`src/rtl/adma_dm_src_sched_if.sv`:
```
// Requester and datamover-order signals for the source-side transaction scheduler.
interface adma_dm_src_sched_if #(
  parameter int DMA_CHN_NUM  = 4,
  parameter int MST_ID_W     = 5,
  parameter int ATX_LEN_W    = 8,
  parameter int ATX_NUM_OSTD = DMA_CHN_NUM
);
  localparam int CNT_W = $clog2(ATX_NUM_OSTD + 1);

  logic [DMA_CHN_NUM-1:0]           chn_req_vld;
  logic [DMA_CHN_NUM*ATX_LEN_W-1:0] chn_req_len;
  logic [DMA_CHN_NUM*MST_ID_W-1:0]  chn_id;
  logic [DMA_CHN_NUM-1:0]           chn_req_rdy;
  logic [DMA_CHN_NUM-1:0]           chn_busy;
  logic [DMA_CHN_NUM-1:0]           chn_done;
  logic [MST_ID_W-1:0]              atx_arid;
  logic [ATX_LEN_W-1:0]             atx_arlen;
  logic                             atx_vld;
  logic                             atx_rdy;
  logic                             atx_rdata_vld;
  logic                             atx_rdata_rdy;
  logic [CNT_W-1:0]                 ostd_cnt;
  logic                             beat_err;

  modport master (
    output chn_req_vld, chn_req_len, chn_id, atx_rdy, atx_rdata_vld, atx_rdata_rdy,
    input  chn_req_rdy, chn_busy, chn_done, atx_arid, atx_arlen, atx_vld, ostd_cnt, beat_err
  );

  modport slave (
    input  chn_req_vld, chn_req_len, chn_id, atx_rdy, atx_rdata_vld, atx_rdata_rdy,
    output chn_req_rdy, chn_busy, chn_done, atx_arid, atx_arlen, atx_vld, ostd_cnt, beat_err
  );
endinterface

```
`src/rtl/adma_dm_src_sched.sv`:
```
// Round-robin read-order scheduler: grants one channel at a time, issues (arid, arlen),
// and retires transactions in issue order by counting monitored data beats.
module adma_dm_src_sched_lane (
  input  logic clk,
  input  logic rst,
  input  logic set_i,
  input  logic clr_i,
  output logic busy_o,
  output logic done_o
);
  logic busy_q, done_q;

  always_ff @(posedge clk) begin
    if (rst) begin
      busy_q <= 1'b0;
      done_q <= 1'b0;
    end else begin
      busy_q <= (busy_q | set_i) & ~clr_i;
      done_q <= clr_i;
    end
  end

  assign busy_o = busy_q;
  assign done_o = done_q;
endmodule

module adma_dm_src_sched #(
  parameter int DMA_CHN_NUM  = 4,
  parameter int MST_ID_W     = 5,
  parameter int ATX_LEN_W    = 8,
  parameter int ATX_NUM_OSTD = DMA_CHN_NUM
) (
  input logic                aclk,
  input logic                areset,
  adma_dm_src_sched_if.slave bus
);
  localparam int CNT_W = $clog2(ATX_NUM_OSTD + 1);
  localparam int IDX_W = (DMA_CHN_NUM > 1) ? $clog2(DMA_CHN_NUM) : 1;
  localparam int PTR_W = (ATX_NUM_OSTD > 1) ? $clog2(ATX_NUM_OSTD) : 1;
  localparam logic [CNT_W-1:0] OSTD_MAX = CNT_W'(ATX_NUM_OSTD);

  typedef enum logic {IDLE, ISSUE} state_e;
  typedef struct packed {
    logic [IDX_W-1:0]     idx;
    logic [ATX_LEN_W-1:0] len;
  } ord_t;

  state_e               state_q, state_d;
  logic [IDX_W-1:0]     rr_q, rr_d, gnt_q, gnt_d, g;
  logic [MST_ID_W-1:0]  arid_q, arid_d;
  logic [ATX_LEN_W-1:0] arlen_q, arlen_d, beat_q, beat_d;
  logic [CNT_W-1:0]     ostd_q, ostd_d;
  logic [PTR_W-1:0]     wp_q, wp_d, rp_q, rp_d;
  logic                 err_q, err_d;
  ord_t                 fifo_q [ATX_NUM_OSTD];
  ord_t                 head;

  logic [DMA_CHN_NUM-1:0] busy, done, elig, req_rdy, set_busy, clr_busy;
  logic                   found, push, pop, beat, empty;
  int unsigned            c;

  function automatic logic [PTR_W-1:0] ptr_inc(input logic [PTR_W-1:0] p);
    return (int'(p) == ATX_NUM_OSTD - 1) ? '0 : p + 1'b1;
  endfunction

  // Grant search and order FSM; eligibility uses registered busy bits only.
  always_comb begin
    elig    = bus.chn_req_vld & ~busy & {DMA_CHN_NUM{ostd_q < OSTD_MAX}};
    found   = 1'b0;
    g       = '0;
    c       = 0;
    for (int k = 0; k < DMA_CHN_NUM; k++) begin
      c = int'(rr_q) + k;
      if (c >= DMA_CHN_NUM) c = c - DMA_CHN_NUM;
      if (!found && elig[c]) begin
        found = 1'b1;
        g     = IDX_W'(c);
      end
    end
    state_d = state_q;
    rr_d    = rr_q;
    gnt_d   = gnt_q;
    arid_d  = arid_q;
    arlen_d = arlen_q;
    req_rdy = '0;
    push    = 1'b0;
    case (state_q)
      IDLE: if (found && !areset) begin
        req_rdy[g] = 1'b1;
        gnt_d      = g;
        arid_d     = bus.chn_id[int'(g)*MST_ID_W +: MST_ID_W];
        arlen_d    = bus.chn_req_len[int'(g)*ATX_LEN_W +: ATX_LEN_W];
        rr_d       = (int'(g) == DMA_CHN_NUM - 1) ? '0 : g + 1'b1;
        state_d    = ISSUE;
      end
      ISSUE: if (bus.atx_rdy) begin
        push    = 1'b1;
        state_d = IDLE;
      end
      default: state_d = IDLE;
    endcase
  end

  // Beat monitor: the head order retires on its (len+1)-th beat.
  always_comb begin
    head     = fifo_q[rp_q];
    empty    = (ostd_q == '0);
    beat     = bus.atx_rdata_vld & bus.atx_rdata_rdy;
    pop      = beat && !empty && (beat_q == head.len);
    beat_d   = beat_q;
    if (beat && !empty) beat_d = pop ? '0 : beat_q + 1'b1;
    err_d    = err_q | (beat & empty);
    ostd_d   = ostd_q + CNT_W'(push) - CNT_W'(pop);
    wp_d     = push ? ptr_inc(wp_q) : wp_q;
    rp_d     = pop ? ptr_inc(rp_q) : rp_q;
    set_busy = '0;
    clr_busy = '0;
    if (push) set_busy[gnt_q]   = 1'b1;
    if (pop)  clr_busy[head.idx] = 1'b1;
  end

  always_ff @(posedge aclk) begin
    if (areset) begin
      state_q <= IDLE;
      rr_q    <= '0;
      gnt_q   <= '0;
      arid_q  <= '0;
      arlen_q <= '0;
      beat_q  <= '0;
      ostd_q  <= '0;
      wp_q    <= '0;
      rp_q    <= '0;
      err_q   <= 1'b0;
    end else begin
      state_q <= state_d;
      rr_q    <= rr_d;
      gnt_q   <= gnt_d;
      arid_q  <= arid_d;
      arlen_q <= arlen_d;
      beat_q  <= beat_d;
      ostd_q  <= ostd_d;
      wp_q    <= wp_d;
      rp_q    <= rp_d;
      err_q   <= err_d;
      if (push) fifo_q[wp_q] <= '{idx: gnt_q, len: arlen_q};
    end
  end

  adma_dm_src_sched_lane u_lane [DMA_CHN_NUM-1:0] (
    .clk    (aclk),
    .rst    (areset),
    .set_i  (set_busy),
    .clr_i  (clr_busy),
    .busy_o (busy),
    .done_o (done)
  );

  assign bus.chn_req_rdy = req_rdy;
  assign bus.chn_busy    = busy;
  assign bus.chn_done    = done;
  assign bus.atx_vld     = (state_q == ISSUE);
  assign bus.atx_arid    = arid_q;
  assign bus.atx_arlen   = arlen_q;
  assign bus.ostd_cnt    = ostd_q;
  assign bus.beat_err    = err_q;
endmodule

```
`src/flat_wrapper.sv`:
```
// flat-port wrapper written by rule: the top's interface ports become plain ports
module adma_dm_src_sched_flat 
#(
  parameter int DMA_CHN_NUM  = 4,
  parameter int MST_ID_W     = 5,
  parameter int ATX_LEN_W    = 8,
  parameter int ATX_NUM_OSTD = DMA_CHN_NUM
)
  (aclk, areset, bus_chn_req_vld, bus_chn_req_len, bus_chn_id, bus_atx_rdy, bus_atx_rdata_vld, bus_atx_rdata_rdy, bus_chn_req_rdy, bus_chn_busy, bus_chn_done, bus_atx_arid, bus_atx_arlen, bus_atx_vld, bus_ostd_cnt, bus_beat_err);
  adma_dm_src_sched_if #(.DMA_CHN_NUM(DMA_CHN_NUM), .MST_ID_W(MST_ID_W), .ATX_LEN_W(ATX_LEN_W), .ATX_NUM_OSTD(ATX_NUM_OSTD)) bus_i ();
  input logic aclk;
  input logic areset;
  input wire logic [$bits(bus_i.chn_req_vld)-1:0] bus_chn_req_vld;
  input wire logic [$bits(bus_i.chn_req_len)-1:0] bus_chn_req_len;
  input wire logic [$bits(bus_i.chn_id)-1:0] bus_chn_id;
  input wire logic [$bits(bus_i.atx_rdy)-1:0] bus_atx_rdy;
  input wire logic [$bits(bus_i.atx_rdata_vld)-1:0] bus_atx_rdata_vld;
  input wire logic [$bits(bus_i.atx_rdata_rdy)-1:0] bus_atx_rdata_rdy;
  output wire logic [$bits(bus_i.chn_req_rdy)-1:0] bus_chn_req_rdy;
  output wire logic [$bits(bus_i.chn_busy)-1:0] bus_chn_busy;
  output wire logic [$bits(bus_i.chn_done)-1:0] bus_chn_done;
  output wire logic [$bits(bus_i.atx_arid)-1:0] bus_atx_arid;
  output wire logic [$bits(bus_i.atx_arlen)-1:0] bus_atx_arlen;
  output wire logic [$bits(bus_i.atx_vld)-1:0] bus_atx_vld;
  output wire logic [$bits(bus_i.ostd_cnt)-1:0] bus_ostd_cnt;
  output wire logic [$bits(bus_i.beat_err)-1:0] bus_beat_err;
  assign bus_i.chn_req_vld = bus_chn_req_vld;
  assign bus_i.chn_req_len = bus_chn_req_len;
  assign bus_i.chn_id = bus_chn_id;
  assign bus_i.atx_rdy = bus_atx_rdy;
  assign bus_i.atx_rdata_vld = bus_atx_rdata_vld;
  assign bus_i.atx_rdata_rdy = bus_atx_rdata_rdy;
  assign bus_chn_req_rdy = bus_i.chn_req_rdy;
  assign bus_chn_busy = bus_i.chn_busy;
  assign bus_chn_done = bus_i.chn_done;
  assign bus_atx_arid = bus_i.atx_arid;
  assign bus_atx_arlen = bus_i.atx_arlen;
  assign bus_atx_vld = bus_i.atx_vld;
  assign bus_ostd_cnt = bus_i.ostd_cnt;
  assign bus_beat_err = bus_i.beat_err;
  adma_dm_src_sched #(.DMA_CHN_NUM(DMA_CHN_NUM), .MST_ID_W(MST_ID_W), .ATX_LEN_W(ATX_LEN_W), .ATX_NUM_OSTD(ATX_NUM_OSTD)) u_core (.aclk(aclk), .areset(areset), .bus(bus_i));
endmodule
```
`config.mk`:
```
export PLATFORM = sky130hd
export DESIGN_NAME = adma_dm_src_sched_flat
export DESIGN_NICKNAME = d
export VERILOG_FILES = /design/src/rtl/adma_dm_src_sched_if.sv /design/src/rtl/adma_dm_src_sched.sv /design/src/flat_wrapper.sv
export SDC_FILE = /design/constraint.sdc
export NUM_CORES = 1
export LEC_CHECK = 0
export BUFFER_PORTS_ARGS = -buffer_cell sky130_fd_sc_hd__buf_2
export CAP_MARGIN = 10
export CELL_PAD_IN_SITES_DETAIL_PLACEMENT = 1
export CELL_PAD_IN_SITES_GLOBAL_PLACEMENT = 1
export CORE_MARGIN = 2
export CORE_UTILIZATION = 38
export DETAILED_ROUTE_END_ITERATION = 6
export GPL_TIMING_DRIVEN = 0
export PLACE_DENSITY_LB_ADDON = 0.08
export SETUP_SLACK_MARGIN = 0.5
export SLEW_MARGIN = 25
export SYNTH_ARGS = -nofsm -noshare
export SYNTH_HDL_FRONTEND = slang
export SYNTH_HIERARCHICAL = 1
export SYNTH_SLANG_ARGS = --single-unit
export TNS_END_PERCENT = 50
```
`constraint.sdc`:
```
create_clock -name aclk -period 2.6 [get_ports aclk]
set_input_delay 0.13 -clock aclk [delete_from_list [all_inputs] [get_ports aclk]]
set_output_delay 0.13 -clock aclk [all_outputs]
set_load 0.01 [all_outputs]
```
==> metrics.txt <==
wire length on met1 4.26 mm; row cnt 37; arrival time worst endpoint 3140 ps; ratio of cells with drive above 1 in the final layout 40.1%; # diodes 0; synth-to-layout area growth 30.0%; post-synthesis sequential area ratio 53.1%; setup-violating endpoint count in the final report 2; Starting Density 38.5%; Slew Limit Headroom 61.0%; Post-synth top flop sky130_fd_sc_hd__dfxtp_1; via count of the first global-routing pass 3013; worst setup slack after layout -324 ps; Fill cells 1115; antenna violations before repair 0; number of cells in the design after placement 542; fin nets 508; # DRC 0; endpoints failing hold 0; max_cap viols 0; Total GRT Usage 18.4%; Hold WS 32.9 ps; maximum clock path buffer count 2; routability-driven placement congestion ratio 0.769; highest ir drop seen on vdd 0.254 mV; placeable core region 10200 um^2; largest stage delay on the critical path 550 ps; Worst Max-Slew Pin Slew 584 ps; TritonCTS clock tree yes; library cell contributing the largest single delay on the critical path sky130_fd_sc_hd__mux4_2; Yosys cell types 45; DIE AREA 11200 um^2; Die Height 106 um; mean instance size in the synthesized netlist 12.4 um^2; peak clock frequency supported by timing 342 MHz; peak fanout along the critical path 7; kind of capture point of the worst setup path flop; met3 wire len 574 um; leakage component of the power 2.06 nW; failing checks setup timing; setup repair after global routing missed its margin yes; required time worst endpoint 2820 ps; H-tree levels 3; number of synthesized flops with an enable pin 40; clock latency on the worst-skew pair 350 ps; detailed-placement wirelength estimate 6.99 mm; Mapped Area 3920 um^2; type of the most critical hold path primary input to flop; crit-path most repeated cell sky130_fd_sc_hd__ha_4; number of standard cells in the layout, taps in and fillers out 575; critical path launch point type flop; clock transition time at the flip-flop clock pins of the worst setup and hold paths 80 ps; clock sink count 84; Total Wirelength 9.70 mm; most frequent cells in the layout sky130_fd_sc_hd__buf_2, sky130_fd_sc_hd__edfxtp_1, sky130_fd_sc_hd__dfxtp_1; largest net degree at the start of global routing 14; period utilisation layout 112%; power density of the placed cells 643 nW/um^2; vias after detailed routing 2888; critical setup path kind flop to flop; share of flip-flops with an asynchronous set or reset 0%; input/output buffers 90; clock skew after layout 7.03 ps; wire length per cell after detailed routing 16.9 um; die outline width 106 um; flops & latches, synth 84; global-route wire length before repair 15.7 mm; routed wl met2 4.79 mm; number of buffers inserted by hold repair at cts 0; syn nets 390; number of max-slew violations in the final report 0; most common library cell in the layout ignoring fill and taps sky130_fd_sc_hd__buf_2; Vias/cell 5.02; number of buffers created by CTS 9; Root Buffer Master sky130_fd_sc_hd__clkbuf_8; cells along the critical path buf_8 > mux4_2 > xnor2_2 > nand3_1 > a2111o_1 > inv_2 > buf_6 > ha_4 > inv_4 > ha_4 > fa_1 > nor2b_1; run status finished, violations left; violation count after the first detailed-routing iteration 77; top routing layer used met4; synthesis warning total 6; gate count after technology mapping 316; top-level I/O count 91; Pre-Repair DR Iteration Count 4; Antenna Violating Nets Remaining 0; Final min period 2920 ps; Congestion Overflow GR 0
-- routing by layer --
| layer | up-vias | GRT usage, % |
|---|---|---|
| li1 | 1408 | - |
| met1 | 1392 | 24.2 |
| met2 | 81 | 29.9 |
| met3 | 7 | 5.26 |
| met4 | 0 | 5.08 |
| met5 | - | 0 |
-- state kept, by name, indices dropped and copies added, names as in the netlist, named ones only --
register / count
u_core/beat_q: 8
u_core/bus.atx_arid: 5
u_core/bus.atx_arlen: 8
u_core/bus.atx_vld: 1
u_core/bus.beat_err: 1
u_core/bus.ostd_cnt: 3
u_core/fifo_q: 40
u_core/gnt_q: 2
u_core/rp_q: 2
u_core/rr_q: 2
u_core/u_lane/busy_o: 4
u_core/u_lane/done_o: 4
u_core/wp_q: 2
-- path summary, 6_finish.rpt --
kind	start	to	slack, ps	cells past startpoint
hold / removal	bus_atx_rdata_rdy	u_core/bus.beat_err	30	3
hold reg to reg	u_core/bus.beat_err	u_core/bus.beat_err	470	2
setup / recovery	flop	u_core/bus.ostd_cnt[1]	-320	12
setup reg to reg	flop	u_core/bus.ostd_cnt[1]	-320	12
-- cell type report --
| type | count | area, um^2 | share of cell area [%] |
|---|---|---|---|
| Buffer | 15 | 119 | 2.33 |
| Clock inverter | 3 | 45.0 | 0.884 |
| Multi-Input combinational cell | 206 | 1860 | 36.4 |
| Clock buffer | 13 | 159 | 3.12 |
| Inverter | 11 | 56.3 | 1.10 |
| Timing Repair Buffer | 107 | 596 | 11.7 |
| Tap cell | 136 | 170 | 3.34 |
| Sequential cell | 84 | 2100 | 41.1 |
-- stage by stage --
step	setup WS [ps]	instance area, um^2	utilization, %	setup TNS (ps)	power (mW)
2_1_floorplan	-197	3940	-	-380	1.99
3_3_place_gp	-561	4560	44.8	-1330	2.23
3_5_place_dp	-586	4560	44.8	-1380	2.24
4_1_cts	-356	4990	49.0	-688	3.30
5_1_grt	-434	5100	50.0	-934	3.46
6_report	-324	5100	50.0	-617	3.28
-- kinds of logic (layout without fill, tap and decap cells) --
| family | count (synthesis) | after routing | share of synthesized area (%) |
|---|---|---|---|
| simple gates | 103 | 103 | 15.2 |
| flops | 84 | 84 | 53.1 |
| mux | 43 | 43 | 14.2 |
| compound gates | 31 | 31 | 6.25 |
| buf+inv | 26 | 149 | 3.19 |
| xor+xnor | 16 | 16 | 3.76 |
| fa+ha+maj | 13 | 13 | 4.34 |
-- cells in the mapped netlist, types with 7 or more instances --
master	instances	area (um^2)
sky130_fd_sc_hd__clkbuf_1	7	26.3
sky130_fd_sc_hd__dfxtp_1	44	881
sky130_fd_sc_hd__o221ai_1	13	114
sky130_fd_sc_hd__nand2b_1	7	43.8
sky130_fd_sc_hd__nor2_1	17	63.8
sky130_fd_sc_hd__nand2_1	9	33.8
sky130_fd_sc_hd__edfxtp_1	40	1200
sky130_fd_sc_hd__mux2i_1	33	330
sky130_fd_sc_hd__ha_1	12	150
sky130_fd_sc_hd__nor3_1	16	80.1
sky130_fd_sc_hd__and2_1	9	56.3
sky130_fd_sc_hd__nor2b_1	7	43.8
sky130_fd_sc_hd__inv_1	10	37.5
sky130_fd_sc_hd__xnor2_1	7	61.3
sky130_fd_sc_hd__xor2_1	8	70.1
sky130_fd_sc_hd__nand3b_1	15	113
-- timing repair --
action | CTS | global route
endpoints found under the setup margin | 44 | 42
gates resized for setup | 40 | 23
pin swaps | 9 | 8
setup buffers | 13 | 4
-- where the power goes --
part | internal (mW) | total, mW | switching, mW
Clock | 0.498 | 0.960 | 0.462
Combinational | 0.340 | 0.698 | 0.359
Sequential | 1.51 | 1.62 | 0.107
-- critical path: cells and delay by family (launching register included) --
kind | cells | cell delay [ps]
AOI/OAI and AO/OA | 1 | 400
xor gates and xnor gates | 1 | 170
adders and majority gates | 3 | 700
buffers and inverters | 4 | 380
DFF | 1 | 360
muxes | 1 | 550
and+or+nand+nor | 2 | 240
No activity file was read; power rests on OpenSTA's default activity.
